**config.mk**
```make
export PLATFORM = sky130hd
export DESIGN_NAME = pkt_ingress_framer
export DESIGN_NICKNAME = d
export VERILOG_FILES = /design/src/rtl/pkt_ingress_framer.sv
export SDC_FILE = /design/constraint.sdc
export NUM_CORES = 2
export LEC_CHECK = 0
export CAP_MARGIN = 20
export CORE_MARGIN = 2
export CORE_UTILIZATION = 55
export DETAILED_ROUTE_END_ITERATION = 8
export PLACE_DENSITY_LB_ADDON = 0.25
export SLEW_MARGIN = 20
export SYNTH_ARGS = -nofsm -noshare
export SYNTH_HDL_FRONTEND = slang
export SYNTH_SLANG_ARGS = --single-unit
export TNS_END_PERCENT = 10
```
**constraint.sdc**
```tcl
create_clock -name pck_proc_int_mem_fsm_clk -period 5.5 [get_ports pck_proc_int_mem_fsm_clk]
set_input_delay 1.1 -clock pck_proc_int_mem_fsm_clk [delete_from_list [all_inputs] [get_ports pck_proc_int_mem_fsm_clk]]
set_output_delay 1.1 -clock pck_proc_int_mem_fsm_clk [all_outputs]
set_load 0.1 [all_outputs]
```
**src/rtl/pkt_ingress_framer.sv**
```systemverilog
// pkt_ingress_framer: stages one whole packet so its length is known, then replays it into
// the packet processor's enqueue port with sop/eop/length sideband.
// Optional feature macro: PKT_ING_DROP_CNT_EN (oversize drop counter; tied to 0 when undefined).
`timescale 1ns/1ps
module pkt_ingress_framer #(
  parameter int unsigned DATA_W    = 32,
  parameter int unsigned LEN_W     = 12,
  parameter int unsigned BUF_DEPTH = 64
) (
  input  logic              pck_proc_int_mem_fsm_clk,
  input  logic              pck_proc_int_mem_fsm_sw_rst,
  input  logic              s_valid,
  output logic              s_ready,
  input  logic [DATA_W-1:0] s_data,
  input  logic              s_last,
  input  logic              pck_proc_full,
  input  logic              pck_proc_almost_full,
  output logic              enq_req,
  output logic              in_sop,
  output logic              in_eop,
  output logic [DATA_W-1:0] wr_data_i,
  output logic              pck_len_valid,
  output logic [LEN_W-1:0]  pck_len_i,
  output logic [7:0]        drop_cnt
);

  localparam int unsigned AW = $clog2(BUF_DEPTH);

  typedef enum logic [1:0] {StCollect, StDrop, StWaitSpace, StSend} state_e;

  state_e              r_state, w_state_nxt;
  logic [AW-1:0]       r_wcnt, w_wcnt_nxt;
  logic [AW-1:0]       r_rcnt, w_rcnt_nxt;
  logic [LEN_W-1:0]    r_len, w_len_nxt;
  logic                r_enq, w_enq_nxt;
  logic                r_sop, w_sop_nxt;
  logic                r_eop, w_eop_nxt;
  logic                r_lenv, w_lenv_nxt;
  logic [DATA_W-1:0]   r_wr_data, w_wr_data_nxt;
  logic [LEN_W-1:0]    r_pck_len, w_pck_len_nxt;
  logic [DATA_W-1:0]   r_buf [BUF_DEPTH];

  logic                w_beat;
  logic                w_buf_we;
  logic                w_drop_inc;
  logic                w_is_last;
  logic [DATA_W-1:0]   w_rd_word;

  // Gated by reset so the reset cycle never advertises readiness.
  assign s_ready   = ((r_state == StCollect) || (r_state == StDrop)) &&
                     !pck_proc_int_mem_fsm_sw_rst;
  assign w_beat    = s_valid && s_ready;
  assign w_rd_word = r_buf[r_rcnt];
  assign w_is_last = (LEN_W'(r_rcnt) == (r_len - LEN_W'(1)));

  // Next-state, counter and registered-output decode.
  always_comb begin
    w_state_nxt   = r_state;
    w_wcnt_nxt    = r_wcnt;
    w_rcnt_nxt    = r_rcnt;
    w_len_nxt     = r_len;
    w_enq_nxt     = 1'b0;
    w_sop_nxt     = 1'b0;
    w_eop_nxt     = 1'b0;
    w_lenv_nxt    = 1'b0;
    w_wr_data_nxt = r_wr_data;
    w_pck_len_nxt = r_pck_len;
    w_buf_we      = 1'b0;
    w_drop_inc    = 1'b0;
    unique case (r_state)
      StCollect: begin
        if (w_beat) begin
          w_buf_we   = 1'b1;
          w_wcnt_nxt = r_wcnt + AW'(1);
          if (s_last) begin
            w_len_nxt   = LEN_W'(r_wcnt) + LEN_W'(1);
            w_state_nxt = StWaitSpace;
          end else if (r_wcnt == AW'(BUF_DEPTH - 1)) begin
            // Packet is longer than the buffer: discard the rest of it.
            w_state_nxt = StDrop;
            w_drop_inc  = 1'b1;
            w_wcnt_nxt  = '0;
          end
        end
      end
      StDrop: begin
        if (w_beat && s_last) begin
          w_state_nxt = StCollect;
          w_wcnt_nxt  = '0;
        end
      end
      StWaitSpace: begin
        if (!pck_proc_almost_full && !pck_proc_full) begin
          w_state_nxt = StSend;
          w_rcnt_nxt  = '0;
        end
      end
      StSend: begin
        // Full stalls in the same cycle: output register not loaded, rcnt holds.
        if (!pck_proc_full) begin
          w_enq_nxt     = 1'b1;
          w_wr_data_nxt = w_rd_word;
          w_sop_nxt     = (r_rcnt == '0);
          w_lenv_nxt    = (r_rcnt == '0);
          w_pck_len_nxt = r_len;
          w_eop_nxt     = w_is_last;
          w_rcnt_nxt    = r_rcnt + AW'(1);
          if (w_is_last) begin
            w_state_nxt = StCollect;
            w_wcnt_nxt  = '0;
          end
        end
      end
      default: w_state_nxt = StCollect;
    endcase
  end

  // State, counters and output registers with synchronous reset.
  always_ff @(posedge pck_proc_int_mem_fsm_clk) begin
    if (pck_proc_int_mem_fsm_sw_rst) begin
      r_state   <= StCollect;
      r_wcnt    <= '0;
      r_rcnt    <= '0;
      r_len     <= '0;
      r_enq     <= 1'b0;
      r_sop     <= 1'b0;
      r_eop     <= 1'b0;
      r_lenv    <= 1'b0;
      r_wr_data <= '0;
      r_pck_len <= '0;
    end else begin
      r_state   <= w_state_nxt;
      r_wcnt    <= w_wcnt_nxt;
      r_rcnt    <= w_rcnt_nxt;
      r_len     <= w_len_nxt;
      r_enq     <= w_enq_nxt;
      r_sop     <= w_sop_nxt;
      r_eop     <= w_eop_nxt;
      r_lenv    <= w_lenv_nxt;
      r_wr_data <= w_wr_data_nxt;
      r_pck_len <= w_pck_len_nxt;
    end
  end

  // Staging buffer write; contents need no reset.
  always_ff @(posedge pck_proc_int_mem_fsm_clk) begin
    if (w_buf_we) begin
      r_buf[r_wcnt] <= s_data;
    end
  end

  assign enq_req       = r_enq;
  assign in_sop        = r_sop;
  assign in_eop        = r_eop;
  assign pck_len_valid = r_lenv;
  assign wr_data_i     = r_wr_data;
  assign pck_len_i     = r_pck_len;

`ifdef PKT_ING_DROP_CNT_EN
  logic [7:0] r_drop_cnt;

  // Saturating count of oversize packets.
  always_ff @(posedge pck_proc_int_mem_fsm_clk) begin
    if (pck_proc_int_mem_fsm_sw_rst) begin
      r_drop_cnt <= 8'd0;
    end else if (w_drop_inc && (r_drop_cnt != 8'hFF)) begin
      r_drop_cnt <= r_drop_cnt + 8'd1;
    end
  end

  assign drop_cnt = r_drop_cnt;
`else
  logic w_unused_drop_inc;
  assign w_unused_drop_inc = w_drop_inc;
  assign drop_cnt          = 8'd0;
`endif

endmodule

```
==> metrics.yaml <==
placed_design:
  place_inst: 5714
  port_buffers: 81
  pre_cts_slack_ns: 1.26
  post-dp-hpwl_um: 133000
  place_congestion: 0.929
global_routing:
  grt_overflow: 0
  grt_pass1_wl_um: 306000
  antenna_found_initial: 11
  groute.usage.overall: 0.290
  grt_pass1_vias: 39800
  grt_max_degree: 103
detailed_routing:
  wl_per_cell_um: 35.6
  dr.first_iter.drc_count: 6357
  ant_nets: 0
  vias_per_cell: 6.73
  wirelength_um: 217000
  num_vias: 41000
  drc: 0
  drt_pre_antenna_iters: 8
logic_synthesis:
  synthTopCellsByArea: "edfxtp_1 76%, mux4_2 13%, mux2i_1 1.7%"
  yosys-top-cells-count: "2048 x edfxtp_1, 484 x mux4_2, 135 x mux2i_1, 135 x nor2_1, 98 x nand2_1"
  ys_ff_latch: 2111
  synth.most_common_cell: "edfxtp_1"
  synth_area_um2: 81300
  ys_warn_count: 0
  ys_seq_area_frac: 0.772
  synth_top_cell_area_share: 0.756
  synth_edf_count: 2048
  async_flop_share: 0
  syn-instance-count: 3737
  synth-main-ff-cell: "edfxtp_1"
  synthDistinctLibCells: 77
  avgSynthCellArea_um2: 21.8
  yosysTopAreaCell: "edfxtp_1"
clocking:
  root_buffer: "clkbuf_16"
  cts_tree: "done"
  postCtsHoldBufs: 0
  cts-buffers-inserted: 202
  ctsResizeCount: 0
  clk_latency_ns: 0.83
  htreeDepth: 4
  clk_pin_slew_worst_paths_ns: 0.06
  clock-sinks: 2111
  post_cts_buffers: 0
  cts_buffer_depth: 3
sta:
  worstMarginPinSlew_ns: 1.15
  slew_headroom: 0.233
  fmax_mhz: 263
  min_period_over_period: 0.691
  final_hold_viol_count: 0
  finClkSkew_ns: 0.0325
  fin_crit_ns: 3.80
  rsz0062_at_grt: "false"
  setup_viol: 0
  drv_slew: 0
  setup_tns_ns: 0
  setup_ws_ns: 1.70
floorplan:
  dieWidth_um: 388
  pin_count: 95
  die_area_um2: 151000
  initial_core_util: 0.552
  die_y_um: 388
  coreArea_um2: 147000
  rows: 141
setup_path:
  path_class: "register to output port"
  crit_family: "buffers and inverters"
  arrival_ns: 2.70
  r2r_cells: 6
  cp_num_buf_inv: 1
  regToRegStartpoint: "r_rcnt[3]"
  cp.required_ns: 4.40
  crit_fanout: 2
  worst-path-stages: 1
  startpoint: "wr_data_i[23]"
  end_kind: "output port"
  max_stage_delay_ns: 1.27
  cpMaxStageDelayCell: "clkdlybuf4s50_1"
  cp-start-kind: "register"
  path_cells: "clkdlybuf4s50_1"
status:
  status: "finished clean"
final_layout:
  seqCellArea_um2: 62800
  multi_input_area_um2: 17600
  drive_gt1_frac: 0.264
  fillers: 9911
  syn2layout_area_growth_pct: 12.7
  instances_no_fill: 6090
  final_nets: 4033
  final_core_util: 0.622
power_and_ir_drop:
  powerDensity_nw_per_um2: 349
  irDropWorstVdd_mv: 0.287
  power_uw: 31900
  total_leakage_power_uw: 0.0275
worst_hold_path:
  hold_path_depth: 2
  hp-class: "register to register"
  worstHoldStart: "wr_data_i[22]"
flow_run:
  maxCapViolCount: 0
-- power by group --
part	switching, uW	internal [uW]
clock	5880	7800
sequential	23.0	17700
combinational	489	89.4
total	6390	25500
-- per-layer routing --
metal	part of all wire	track usage
met5	0.00018	0
met4	0.034	0.0910
met3	0.11	0.0635
met2	0.47	0.445
met1	0.39	0.423
-- per-stage QoR --
step	hold slack (ns)	cell area [um2]
floorplan	0.445	81300
finish	0.506	91600
global placement	0.482	85100
detailed placement	0.494	85100
global route	0.538	91600
CTS	0.502	91500
-- layout make-up --
type,count,area share
Inverter,11,0.000451
Tap cell,1930,0.0264
Antenna cell,2,0.0000546
Clock inverter,124,0.0122
Sequential cell,2111,0.685
Clock buffer,247,0.0585
Timing Repair Buffer,262,0.0255
Multi-Input combinational cell,1403,0.192
-- final timing paths --
path	endpoint	slack, ns
setup reg to reg	wr_data_i[23]	1.76
hold / removal	wr_data_i[22]	0.51
setup / recovery	wr_data_i[23]	1.70
hold reg to reg	wr_data_i[22]	0.51
-- cell usage in the layout, fill, tap and decap left out, types with 15 or more instances in the layout --
cell | netlist | layout
bufinv_16 | 0 | 19
nor3_1 | 28 | 28
nor4_1 | 15 | 15
a22oi_1 | 37 | 37
clkinv_2 | 0 | 42
clkdlybuf4s50_1 | 0 | 47
buf_2 | 62 | 24
nor2_4 | 0 | 64
buf_4 | 64 | 167
nor2_1 | 135 | 70
clkinv_1 | 0 | 47
mux4_2 | 484 | 484
o22ai_1 | 76 | 76
buf_12 | 4 | 22
edfxtp_1 | 2048 | 2048
nor2b_1 | 18 | 16
clkbuf_16 | 0 | 207
nand2b_1 | 17 | 17
mux2_2 | 16 | 16
a211oi_1 | 30 | 30
clkbuf_1 | 48 | 37
nand2_1 | 98 | 98
nand3_1 | 27 | 27
a21oi_1 | 55 | 55
mux2i_1 | 135 | 135
o21ai_0 | 34 | 34
dfxtp_1 | 63 | 58
-- kinds of logic after synthesis --
kind of cell	Yosys count	share of synthesized area
compound gates	333	0.0276
xor+xnor	14	0.00151
fa+ha+maj	4	0.000616
buf+inv	235	0.0185
flops	2111	0.772
mux	649	0.157
other cells	1	0.0000461
simple gates	390	0.0224
-- registers in the layout, indices dropped and copies added, names as in the netlist --
name and cells:
r_len 7, r_rcnt 6, pck_len_valid 1, r_state 2
r_buf 2048, in_eop 1, r_wcnt 6, wr_data_i 32
enq_req 1, pck_len_i 7
-- tightest hold or removal path, delay by kind of cell (launching register included) --
kind	cells	cell delay [ns]
flops	1	0.33
simple gates	1	0.06
compound gates	1	0.07
(Power assumes the default switching activity.)
